**src/rtl/hour_display_scan.sv**
```systemverilog
`default_nettype none
// +--------------------------------------------------------------------------+
// | hour_display_scan: two-digit multiplexed 7-segment hour display with     |
// | blink and invalid-hour indication.                 Revision: 1.0         |
// +--------------------------------------------------------------------------+
module hour_display_scan #(
   parameter int SCAN_DIV  = 1000,
   parameter int BLINK_DIV = 128
) (
   input  logic       clk,
   input  logic       clr_n,
   input  logic [5:0] hour_bcd,
   input  logic       load,
   input  logic       blink_en,
   output logic [6:0] seg,
   output logic [1:0] dig,
   output logic       err
);

   localparam logic [15:0] c_pre_max   = 16'(SCAN_DIV - 1);
   localparam logic [9:0]  c_blink_max = 10'(BLINK_DIV - 1);
   localparam logic [6:0]  c_seg_e     = 7'b1001111;

   typedef enum logic [1:0] {
      ST_ONES = 2'd0,
      ST_GAP1 = 2'd1,
      ST_TENS = 2'd2,
      ST_GAP2 = 2'd3
   } state_t;

   state_t      r_state;
   logic [5:0]  r_shadow;
   logic [15:0] r_pre;
   logic [9:0]  r_bcnt;
   logic        r_phase;

   logic [3:0]  w_ones;
   logic [3:0]  w_tens;
   logic        w_invalid;
   logic        w_tick;
   logic [6:0]  w_seg_nxt;
   logic [1:0]  w_dig_nxt;

   function automatic logic [6:0] seg_pattern(input logic [3:0] d);
      logic [6:0] p;
      case (d)
         4'd0:    p = 7'b1111110;
         4'd1:    p = 7'b0110000;
         4'd2:    p = 7'b1101101;
         4'd3:    p = 7'b1111001;
         4'd4:    p = 7'b0110011;
         4'd5:    p = 7'b1011011;
         4'd6:    p = 7'b1011111;
         4'd7:    p = 7'b1110000;
         4'd8:    p = 7'b1111111;
         4'd9:    p = 7'b1111011;
         default: p = 7'b0000000;
      endcase
      return p;
   endfunction

   assign w_ones    = r_shadow[3:0];
   assign w_tens    = {2'b00, r_shadow[5:4]};
   assign w_invalid = (w_ones > 4'd9) || (w_tens == 4'd3) ||
                      ((w_tens == 4'd2) && (w_ones > 4'd3));
   assign w_tick    = (r_pre == c_pre_max);

   // Next display value is derived entirely from pre-edge state.
   always_comb begin
      w_seg_nxt = 7'b0000000;
      w_dig_nxt = 2'b00;
      case (r_state)
         ST_ONES: begin
            w_dig_nxt = 2'b01;
            w_seg_nxt = w_invalid ? c_seg_e : seg_pattern(w_ones);
         end
         ST_TENS: begin
            if (w_invalid) begin
               w_dig_nxt = 2'b10;
               w_seg_nxt = c_seg_e;
            end else if (w_tens != 4'd0) begin
               w_dig_nxt = 2'b10;
               w_seg_nxt = seg_pattern(w_tens);
            end
         end
         default: begin
            w_dig_nxt = 2'b00;
            w_seg_nxt = 7'b0000000;
         end
      endcase
      if (blink_en && r_phase) begin
         w_dig_nxt = 2'b00;
         w_seg_nxt = 7'b0000000;
      end
   end

   always_ff @(posedge clk or negedge clr_n) begin
      if (!clr_n) begin
         r_state  <= ST_ONES;
         r_shadow <= 6'd0;
         r_pre    <= 16'd0;
         r_bcnt   <= 10'd0;
         r_phase  <= 1'b0;
         seg      <= 7'b0000000;
         dig      <= 2'b00;
         err      <= 1'b0;
      end else begin
         if (load)
            r_shadow <= hour_bcd;

         r_pre <= w_tick ? 16'd0 : r_pre + 16'd1;

         if (w_tick) begin
            case (r_state)
               ST_ONES: r_state <= ST_GAP1;
               ST_GAP1: r_state <= ST_TENS;
               ST_TENS: r_state <= ST_GAP2;
               default: r_state <= ST_ONES;
            endcase
         end

         if (!blink_en) begin
            r_bcnt  <= 10'd0;
            r_phase <= 1'b0;
         end else if (w_tick) begin
            if (r_bcnt == c_blink_max) begin
               r_bcnt  <= 10'd0;
               r_phase <= ~r_phase;
            end else begin
               r_bcnt <= r_bcnt + 10'd1;
            end
         end

         seg <= w_seg_nxt;
         dig <= w_dig_nxt;
         err <= w_invalid;
      end
   end

endmodule
`default_nettype wire

```
**config.mk**
```make
export PLATFORM = sky130hd
export DESIGN_NAME = hour_display_scan
export DESIGN_NICKNAME = d
export VERILOG_FILES = /design/src/rtl/hour_display_scan.sv
export SDC_FILE = /design/constraint.sdc
export NUM_CORES = 1
export LEC_CHECK = 0
export CORE_MARGIN = 10
export CORE_UTILIZATION = 30
export CTS_CLUSTER_SIZE = 40
export DETAILED_ROUTE_END_ITERATION = 8
export GPL_TIMING_DRIVEN = 0
export PLACE_DENSITY = 0.47
export SKIP_CTS_REPAIR_TIMING = 1
export SLEW_MARGIN = 20
export SYNTH_ARGS = -nofsm -noshare
export SYNTH_HDL_FRONTEND = slang
export SYNTH_SLANG_ARGS = --single-unit
```
**constraint.sdc**
```tcl
create_clock -name clk -period 2.51 [get_ports clk]
set_input_delay 0.3765 -clock clk [delete_from_list [all_inputs] [get_ports clk]]
set_output_delay 0.3765 -clock clk [all_outputs]
set_load 0.01 [all_outputs]
```
==> qor.txt <==
========================================================================================
Outcome                                                                     complete, no violations
Maximum Capacitance Violations                                                         0
Net count after synthesis                                                            252
Wire per inst                                                                    13.5 µm
Wire length of the first global-routing pass                                     8340 µm
GR Util All Layers                                                                 8.93%
Worst Hold Class                                                            input port to asynchronous set/reset pin
Gr busiest metal                                                                    met2
Depth of the most critical reg-to-reg path                                             4
Standby leakage power                                                            1.11 nW
Max stage delay on crit path                                                      570 ps
CTS root buf                                                                    clkbuf_8
Final Skew                                                                       7.32 ps
Crit path launch                                                            r_pre[12]$_DFF_PN0_
Synth top area cells                                                        dfrtp_1, ha_1, nand3_1
End point of the critical path                                              r_bcnt[9]$_DFFE_PN0P_
Instance count of the mapped netlist                                                 231
Share of async-settable or async-resettable flops after synthesis                   100%
Die footprint                                                                  11300 µm²
Accumulated negative setup slack                                                    0 ps
CTS tree                                                                           built
Seq/Total Area, Yosys                                                              50.3%
DRT Wirelength                                                                   4790 µm
Clock-pin transition on the worst setup and hold timing paths                      80 ps
Worst ir drop on vdd                                                            0.245 mV
Power, Total                                                                     1.42 mW
Antenna Nets Post-Route                                                                0
Fraction of final layout cells sized beyond drive strength 1                       7.00%
Portion of synthesized cell area occupied by the leading cell type                 50.3%
Clock insertion delay at the later pin of the skew report                         300 ps
Slew at the pin closest to its max-slew limit                                     555 ps
Area growth from synthesis to layout                                               18.5%
Reg2Reg Capture Point                                                       r_bcnt[9]$_DFFE_PN0P_
Post-DP HPWL                                                                     3450 µm
Max Buffers Root-to-Sink                                                               2
Stages on worst setup path                                                             4
Avg Inst Size Synth                                                             9.70 µm²
Unrepaired setup endpoints after global routing                                    false
Chain of cells forming the critical path                                    or4_4 > or4_4 > or4_1 > a21oi_1
Share of the cycle needed by the critical path after routing                       92.0%
Rows                                                                                  31
Final Hold Violating Endpoints                                                         0
Met2 global-route usage                                                            14.2%
Number of inserted diodes                                                              0
Boundary Pins                                                                         20
Crit. End Element                                                              flip-flop
Slew margin rel.                                                                   62.6%
Cell type with the highest aggregate area in the netlist                         dfrtp_1
Flip-flop and latch count after synthesis                                             45
Final #Nets                                                                          278
Met1 demand-to-capacity share in global routing                                    10.9%
Summed area of non-filler cells in the final layout                             2660 µm²
Final-report setup violation count                                                     0
Total grt overflow                                                                     0
Post-synthesis cell area                                                        2240 µm²
Primary flip-flop cell chosen by synthesis mapping                               dfrtp_1
Number of antenna violations at the first check in global routing                      0
Time the worst path needs with I/O delays and setup                              2310 ps
Data required time at the worst endpoint                                         2730 ps
Critical-path cell with the highest stage delay                                    or4_4
Gp weighted congestion                                                             0.796
H-tree depth                                                                           2
Starting density of the core                                                       30.9%
Power per cell area                                                           533 nW/µm²
Reg2Reg Launch Point                                                        r_pre[12]$_DFF_PN0_
Met3 Usage GRT                                                                     2.54%
Maximum clock rate                                                               433 MHz
Sink count of the clock tree                                                          45
Bufs and invs on worst path                                                            0
DIE WIDTH                                                                         106 µm
Count of flip-flops with a built-in enable after synthesis                             0
Yosys warnings                                                                         0
Unique masters post-synth                                                             38
Remaining DRCs                                                                         0
Area after DPL                                                                  2570 µm²
Cell with the most instances on the worst path                                     or4_4
Critical path peak fanout                                                              5
Top cells by count, synth                                                   dfrtp_1, nand2_1, nand3_1, o21ai_0, a21oi_1
1st-iter DRT viols                                                                    50
TritonRoute pass-1 iters                                                               6
Count of pins over their slew limit                                                    0
Core area                                                                       7250 µm²
Input/output buffers                                                                  19
Number of non-filler instances in the completed layout                               356
Worst setup slack for register-to-register paths                                  200 ps
Post-DR vias/cell                                                                   4.82
Via count of the first global-routing pass                                          1779
Worst Setup Path Type                                                       flip-flop to flip-flop
Filler cell count                                                                    750
Arrival time at the worst endpoint                                               2530 ps
Number of buffers created by CTS                                                       5
Chip Height                                                                       106 µm
Category of cells accounting for the largest share of critical-path delay   simple AND/OR/NAND/NOR gates
Maximum number of pins on one net before global-route repair                          29
Critical path launch point type                                                flip-flop
Most common cell in the netlist                                                  dfrtp_1
Placed cell count                                                                    350
DR vias                                                                             1716
========================================================================================
[stage by stage]
step	util, %	setup slack [ps]	hold slack (ps)
2_1_floorplan	-	343	80.9
3_3_place_gp	35.2	-293	466
3_5_place_dp	35.4	123	351
4_1_cts	36.6	107	28.3
5_1_grt	36.6	25.3	37.6
6_report	36.6	201	12.4
[final cells by class]
type                            instances  area [µm²]  area share, %
Timing Repair Buffer                   20         205           7.73
Buffer                                  5        20.0          0.754
Multi-Input combinational cell        166        1040           39.2
Sequential cell                        45        1130           42.4
Inverter                               14        52.6           1.98
Clock buffer                            7        86.3           3.25
Tap cell                               99         124           4.67
[worst register-to-register path, cell delays in order (launching register included)]
cell and delay [ps]:
dfrtp_1 430, or4_4 570, or4_4 570, or4_1 520
a21oi_1 150
[layer usage]
metal / share of wire, % / wire length (µm) / vias up
met5: 0 / 0 / -
met4: 1.5 / 73 / 0
met3: 3.6 / 171 / 6
met2: 47 / 2230 / 20
met1: 48 / 2310 / 824
li1: - / - / 866
[where the power goes]
part | switching (mW) | leakage [nW] | internal (mW) | total (mW)
Combinational | 0.0921 | 0.486 | 0.0903 | 0.182
Clock | 0.236 | 0.0443 | 0.219 | 0.455
Sequential | 0.0209 | 0.574 | 0.758 | 0.779
Total | 0.349 | 1.11 | 1.07 | 1.42
[worst min path at each step]
| stage | endpoint | slack (ps) | cells past startpoint |
|---|---|---|---|
| 6_report | r_bcnt[8]$_DFFE_PN0P_ | 10 | 1 |
| 5_1_grt | r_bcnt[5]$_DFFE_PN0P_ | 40 | 1 |
| 4_1_cts | r_bcnt[8]$_DFFE_PN0P_ | 30 | 1 |
| 3_5_place_dp | r_bcnt[8]$_DFFE_PN0P_ | 350 | 1 |
| 3_3_place_gp | r_pre[15]$_DFF_PN0_ | 470 | 1 |
| 2_1_floorplan | dig[0]$_DFF_PN0_ | 80 | 0 |
[cell usage in the layout, fill, tap and decap left out, drive strengths merged, types with 2 or more instances in the layout]
cell / n
or4: 7
a21oi: 19
nand4b: 2
and3: 4
xor2: 7
a31oi: 3
nor2: 7
clkbuf: 11
clkdlybuf4s50: 18
nand2b: 4
o21ba: 2
nand3: 20
dfrtp: 45
ha: 11
nand4: 2
and2: 3
o31ai: 4
or3: 6
xnor2: 4
buf: 3
o21ai: 20
nand2: 20
inv: 13
o22ai: 2
nor3: 8
[registers in the layout, summed over array words and instances, names as in the netlist]
| signal | cells |
|---|---|
| r_pre | 16 |
| r_bcnt | 10 |
| seg | 7 |
| r_shadow | 6 |
| dig | 2 |
| r_state | 2 |
| err | 1 |
| r_phase | 1 |
[logic make-up (layout without fill, tap and decap cells)]
group | Yosys count | after routing | synth area share, %
xor gates and xnor gates | 11 | 11 | 4.30
adders and majority gates | 11 | 11 | 6.15
and+or+nand+nor | 87 | 87 | 20.8
AOI/OAI and AO/OA | 55 | 55 | 14.1
muxes | 2 | 2 | 0.950
buffers and inverters | 20 | 46 | 3.41
DFF | 45 | 45 | 50.3
(Power assumes the default switching activity.)
